==> src/rtl/puf_eval_sequencer_if.sv <==
// Host-side challenge/response bundle for puf_eval_sequencer.
// The challenge request and the response return both use valid/ready handshakes.
// The host drives the master modport; the sequencer uses the slave modport.
interface puf_eval_sequencer_if #(
    parameter int N_BITS = 16,
    parameter int CW     = 16
);
    logic              start_valid;
    logic              start_ready;
    logic [CW-1:0]     challenge;
    logic              resp_valid;
    logic              resp_ready;
    logic [N_BITS-1:0] resp;
    logic [N_BITS-1:0] resp_unstable;

    modport master (
        output start_valid, challenge, resp_ready,
        input  start_ready, resp_valid, resp, resp_unstable
    );

    modport slave (
        input  start_valid, challenge, resp_ready,
        output start_ready, resp_valid, resp, resp_unstable
    );
endinterface

==> src/rtl/puf_eval_sequencer.sv <==
// Sequencer for a bank of data-sensitive PUF latch cells.
// Each accepted challenge runs N_EVAL clear/apply/hold/sample evaluations.
// A per-cell ones counter feeds a majority vote, and any cell whose count is
// neither 0 nor N_EVAL is flagged as unstable.
// Every output is a register written on state transitions, so no input
// reaches an output combinationally.
module puf_eval_sequencer #(
    parameter int N_BITS     = 16,
    parameter int CW         = 16,
    parameter int SETTLE_CYC = 8,
    parameter int N_EVAL     = 5
) (
    input  logic                 clk,
    input  logic                 rst,
    puf_eval_sequencer_if.slave  host,
    output logic [CW-1:0]        chal_out,
    output logic                 latch_ld,
    output logic                 latch_clr,
    input  logic [N_BITS-1:0]    latch_q,
    output logic                 busy
);
    localparam int CNT_W = $clog2(N_EVAL + 1);
    localparam int SW    = $clog2(SETTLE_CYC + 1);

    localparam logic [CNT_W-1:0] HALF      = CNT_W'(N_EVAL / 2);
    localparam logic [CNT_W-1:0] FULL      = CNT_W'(N_EVAL);
    localparam logic [CNT_W-1:0] EVAL_LAST = CNT_W'(N_EVAL - 1);
    localparam logic [SW-1:0]    SET_LAST  = SW'(SETTLE_CYC - 1);

    typedef enum logic [2:0] {
        S_IDLE, S_CLEAR, S_APPLY, S_HOLD, S_SAMPLE, S_DONE
    } state_t;

    state_t                        r_state;
    logic [CW-1:0]                 r_chal;
    logic [N_BITS-1:0][CNT_W-1:0]  r_cnt;
    logic [CNT_W-1:0]              r_eval;
    logic [SW-1:0]                 r_settle;

    logic [N_BITS-1:0][CNT_W-1:0]  w_cnt_next;
    logic [N_BITS-1:0]             w_resp_next;
    logic [N_BITS-1:0]             w_unst_next;

    // The vote is taken on the count that includes the final sample, so the
    // response can be registered on the same edge that enters DONE.
    genvar gi;
    generate
        for (gi = 0; gi < N_BITS; gi++) begin : g_bit
            assign w_cnt_next[gi]  = r_cnt[gi] + CNT_W'(latch_q[gi]);
            assign w_resp_next[gi] = (w_cnt_next[gi] > HALF);
            assign w_unst_next[gi] = (w_cnt_next[gi] != '0) && (w_cnt_next[gi] != FULL);
        end
    endgenerate

    // Main FSM: state, counters and all registered outputs.
    always_ff @(posedge clk) begin
        if (rst) begin
            r_state            <= S_IDLE;
            r_chal             <= '0;
            r_cnt              <= '0;
            r_eval             <= '0;
            r_settle           <= '0;
            host.start_ready   <= 1'b1;
            host.resp_valid    <= 1'b0;
            host.resp          <= '0;
            host.resp_unstable <= '0;
            busy               <= 1'b0;
            latch_ld           <= 1'b0;
            latch_clr          <= 1'b0;
            chal_out           <= '0;
        end else begin
            case (r_state)
                S_IDLE: begin
                    if (host.start_valid) begin
                        r_chal           <= host.challenge;
                        r_cnt            <= '0;
                        r_eval           <= '0;
                        host.start_ready <= 1'b0;
                        busy             <= 1'b1;
                        latch_clr        <= 1'b1;
                        chal_out         <= '0;
                        r_state          <= S_CLEAR;
                    end
                end
                S_CLEAR: begin
                    // The D transition to zero during the clear cycle resets
                    // the cells; the challenge is driven from the next cycle.
                    latch_clr <= 1'b0;
                    latch_ld  <= 1'b1;
                    chal_out  <= r_chal;
                    r_settle  <= '0;
                    r_state   <= S_APPLY;
                end
                S_APPLY: begin
                    if (r_settle == SET_LAST) begin
                        latch_ld <= 1'b0;
                        r_state  <= S_HOLD;
                    end else begin
                        r_settle <= r_settle + 1'b1;
                    end
                end
                S_HOLD: begin
                    r_state <= S_SAMPLE;
                end
                S_SAMPLE: begin
                    r_cnt    <= w_cnt_next;
                    r_eval   <= r_eval + 1'b1;
                    chal_out <= '0;
                    if (r_eval == EVAL_LAST) begin
                        host.resp          <= w_resp_next;
                        host.resp_unstable <= w_unst_next;
                        host.resp_valid    <= 1'b1;
                        r_state            <= S_DONE;
                    end else begin
                        latch_clr <= 1'b1;
                        r_state   <= S_CLEAR;
                    end
                end
                S_DONE: begin
                    if (host.resp_ready) begin
                        host.resp_valid  <= 1'b0;
                        host.start_ready <= 1'b1;
                        busy             <= 1'b0;
                        r_state          <= S_IDLE;
                    end
                end
                default: begin
                    r_state          <= S_IDLE;
                    host.start_ready <= 1'b1;
                    host.resp_valid  <= 1'b0;
                    busy             <= 1'b0;
                    latch_ld         <= 1'b0;
                    latch_clr        <= 1'b0;
                    chal_out         <= '0;
                end
            endcase
        end
    end
endmodule
==> src/flat_wrapper.sv <==
// flat-port wrapper written by rule: the top's interface ports become plain ports
module puf_eval_sequencer_flat 
#(
    parameter int N_BITS     = 16,
    parameter int CW         = 16,
    parameter int SETTLE_CYC = 8,
    parameter int N_EVAL     = 5
)
  (clk, rst, chal_out, latch_ld, latch_clr, latch_q, busy, host_start_valid, host_challenge, host_resp_ready, host_start_ready, host_resp_valid, host_resp, host_resp_unstable);
  puf_eval_sequencer_if #(.N_BITS(N_BITS), .CW(CW)) host_i ();
  input  logic clk;
  input  logic rst;
  output logic [CW-1:0] chal_out;
  output logic latch_ld;
  output logic latch_clr;
  input  logic [N_BITS-1:0] latch_q;
  output logic busy;
  input wire logic [$bits(host_i.start_valid)-1:0] host_start_valid;
  input wire logic [$bits(host_i.challenge)-1:0] host_challenge;
  input wire logic [$bits(host_i.resp_ready)-1:0] host_resp_ready;
  output wire logic [$bits(host_i.start_ready)-1:0] host_start_ready;
  output wire logic [$bits(host_i.resp_valid)-1:0] host_resp_valid;
  output wire logic [$bits(host_i.resp)-1:0] host_resp;
  output wire logic [$bits(host_i.resp_unstable)-1:0] host_resp_unstable;
  assign host_i.start_valid = host_start_valid;
  assign host_i.challenge = host_challenge;
  assign host_i.resp_ready = host_resp_ready;
  assign host_start_ready = host_i.start_ready;
  assign host_resp_valid = host_i.resp_valid;
  assign host_resp = host_i.resp;
  assign host_resp_unstable = host_i.resp_unstable;
  puf_eval_sequencer #(.N_BITS(N_BITS), .CW(CW), .SETTLE_CYC(SETTLE_CYC), .N_EVAL(N_EVAL)) u_core (.clk(clk), .rst(rst), .host(host_i), .chal_out(chal_out), .latch_ld(latch_ld), .latch_clr(latch_clr), .latch_q(latch_q), .busy(busy));
endmodule
==> config.mk <==
export PLATFORM = sky130hd
export DESIGN_NAME = puf_eval_sequencer_flat
export DESIGN_NICKNAME = d
export VERILOG_FILES = /design/src/rtl/puf_eval_sequencer_if.sv /design/src/rtl/puf_eval_sequencer.sv /design/src/flat_wrapper.sv
export SDC_FILE = /design/constraint.sdc
export NUM_CORES = 1
export LEC_CHECK = 0
export ABC_AREA = 0
export CAP_MARGIN = 25
export CORE_MARGIN = 1.5
export CORE_UTILIZATION = 50
export CTS_CLUSTER_SIZE = 30
export DETAILED_ROUTE_END_ITERATION = 10
export DONT_BUFFER_PORTS = 1
export GPL_TIMING_DRIVEN = 0
export SYNTH_ARGS = -nofsm -noshare
export SYNTH_HDL_FRONTEND = slang
export SYNTH_SLANG_ARGS = --single-unit
==> constraint.sdc <==
create_clock -name clk -period 2.2 [get_ports clk]
set_clock_uncertainty 0.05 [all_clocks]
set_input_delay 0.44 -clock clk [delete_from_list [all_inputs] [get_ports clk]]
set_output_delay 0.44 -clock clk [all_outputs]
set_load 0.05 [all_outputs]
==> out/metrics.cfg <==
[pwr]
peakVddDrop_mv=0.6851
power.leakage_nw=2.363
powerDensity_nw_per_um2=928.7
p_total_mw=6.046

[cts]
clkTransAtPathRegs_ns=0.06
clk_path_buf_depth=2
htreeDepth=4
cts_tree=yes
numCtsBuffers=17
worstSkewPairLatency_ns=0.53
cts.sinks=127
ctsRootBufferMaster=clkbuf_8
postCtsSetupBuffers=0

[synthesis]
synth_edf_count=0
synthArstFlopShare_pct=0
ys_seq_area_share_pct=46.04
synth-warning-count=0
syn_nets=672
yosysTopAreaCellShare_pct=46.04
synthFlopType=dfxtp_1
netlist_top_cells_count=dfxtp_1 (127), nor2_1 (87), nand2_1 (57)
yosysMostFrequentCell=dfxtp_1
postSynthAreaPerCell_um2=9.189
synthCells=601
synth.top_cells.by_area=dfxtp_1 (46%), ha_1 (7.9%), a22oi_1 (6.8%)
synth_area_leader_cell=dfxtp_1
netlist_area_um2=5523
ys_seq_elements=127
ys_types=38

[sta]
worst_slew_pin_slew_ns=0.7061
post-route-period-util_pct=93.17
finalHoldViolations=0
tns_ns=0
rsz0062_at_grt=no
timing.fmax_mhz=487.9
maxSlewHeadroom_pct=52.93
post-route-min-period_ns=2.050
setup_violations=0
final_max_slew_viol_count=0

[grt]
grt_max_degree=17
grt_pass1_wl_um=22020
globalRouteOverflowTotal=0
grt_pass1_vias=4379
antenna_found_initial=0
track_usage_pct=24.66

[detailed_routing]
vias=4527
drtIter0Drc=253
dr.pass1.iters=4
ant_nets=0
vias_per_cell=5.738
wirelength_um=13860
drc_errors=0
wl_per_cell_um=17.57

[floorplanning]
initial_core_util_pct=51.17
pin_count=89
dieArea_um2=11690
core-area_um2=10790
die_w_um=108.1
fp.dieH_um=108.1
rows=38

[placement]
dp.cells=741
portBuffers=0
hpwlAfterDp_um=9424
place_congestion=0.7682

[finish]
final_cells=789
diodes=0
nFillCells=932
final_core_utilization_pct=60.32
nets=707
area_growth_pct=17.87
drive_gt1_share_pct=10.02

[worst_hold_path]
min_path_type=input port to flip-flop
min_from=host_resp_ready

[worst_setup_path]
startpoint_type=flip-flop
critical_path_class=flip-flop to flip-flop
crit_required_ns=2.53
reg2reg_from=u_core.r_eval[0]
crit_arrival_ns=2.38
critPathLaunch=u_core.r_eval[0]
worst_setup_path_end_kind=flip-flop
worstPathMaxFanout=10

[run_status]
status=finished clean

[job]
maxCapViolCount=0

[layout make-up]
type / count / area [µm²] / share of cell area (%)
Multi-Input combinational cell: 428 / 2744 / 42.15
Sequential cell: 127 / 2542 / 39.05
Clock buffer: 21 / 469.2 / 7.207
Buffer: 43 / 230.2 / 3.536
Clock inverter: 11 / 177.7 / 2.729
Tap cell: 140 / 175.2 / 2.691
Timing Repair Buffer: 16 / 160.2 / 2.460
Inverter: 3 / 11.26 / 0.1730
[cells by family (layout without fill, tap and decap cells)]
group | after synthesis | in the layout | share of synthesized area, %
DFF | 127 | 127 | 46.04
and+or+nand+nor | 216 | 216 | 17.90
adders and majority gates | 35 | 35 | 7.929
muxes | 2 | 2 | 0.4304
xor gates and xnor gates | 34 | 34 | 5.392
AOI/OAI and AO/OA | 141 | 141 | 17.94
buffers and inverters | 46 | 94 | 4.372
[critical path, stage by stage, from the launching register on]
cell and delay (ns):
dfxtp_1 0.32, inv_1 0.09, ha_1 0.20, nand2_1 0.12
or3_1 0.35, buf_2 0.21, buf_2 0.25, nor3_1 0.24
nor3_1 0.07
[placed cells by master (no fill, tap or decap), types with 3 or more instances in the layout]
| master | n |
|---|---|
| inv_1 | 3 |
| a21oi_1 | 41 |
| nor2b_1 | 5 |
| a22oi_1 | 50 |
| ha_1 | 35 |
| nor2_1 | 87 |
| nor3_1 | 33 |
| a311oi_1 | 33 |
| nand2_1 | 57 |
| buf_4 | 3 |
| buf_6 | 5 |
| clkinvlp_4 | 3 |
| o21a_1 | 3 |
| nand2b_1 | 19 |
| dfxtp_1 | 127 |
| clkbuf_16 | 16 |
| clkbuf_8 | 5 |
| nand3_1 | 3 |
| o21ai_0 | 5 |
| clkbuf_1 | 19 |
| bufinv_16 | 4 |
| xnor2_1 | 33 |
| buf_2 | 16 |
| dlygate4sd3_1 | 16 |
[metrics by stage]
stage	hold WS (ns)	instance area, µm²	setup slack (ns)
after floorplan	0.3868	5523	0.5507
after global placement	0.3923	5698	0.1704
after detailed placement	0.3997	5698	0.1175
after CTS	0.02795	6505	0.1094
after global routing	0.04558	6510	0.002111
final	0.05482	6510	0.1502
[final timing paths]
| check | end | slack [ns] | depth (start not counted) |
|---|---|---|---|
| min reg2reg | u_core.r_chal[9] | 0.41 | 2 |
| max | u_core.host.resp_unstable[12] | 0.15 | 8 |
| max reg2reg | u_core.host.resp_unstable[12] | 0.15 | 8 |
| min | u_core.r_state[0] | 0.05 | 2 |
[what timing repair did]
| item | in CTS | in global routing |
|---|---|---|
| hold buffers | 16 | 0 |
| setup endpoints to repair | 0 | 1 |
| resized for setup | 0 | 1 |
| hold endpoints to repair | 16 | 0 |
[sequential cells by signal, summed over array words and instances, names as in the netlist]
signal and cells:
u_core.r_cnt 48, u_core.latch_ld 1, u_core.host.resp_unstable 16, u_core.r_eval 3, u_core.chal_out 16, u_core.r_chal 16, u_core.busy 1, u_core.latch_clr 1
u_core.r_settle 4, u_core.host.resp 16, u_core.r_state 3, u_core.host.start_ready 1, u_core.host.resp_valid 1
[metal layers]
metal  track usage, %  vias up  routed length [µm]
li1                 -     2218                   -
met1            29.52     2175                6060
met2            41.50      120                6772
met3            8.559       14                 847
met4            7.801        0                 181
met5                0        -                   0
[power breakdown]
group	total, mW	internal [mW]	switching, mW
clock	3.02	1.97	1.05
combinational	0.546	0.194	0.352
sequential	2.48	2.36	0.113
Note: power is estimated with default switching activity, not from simulation.
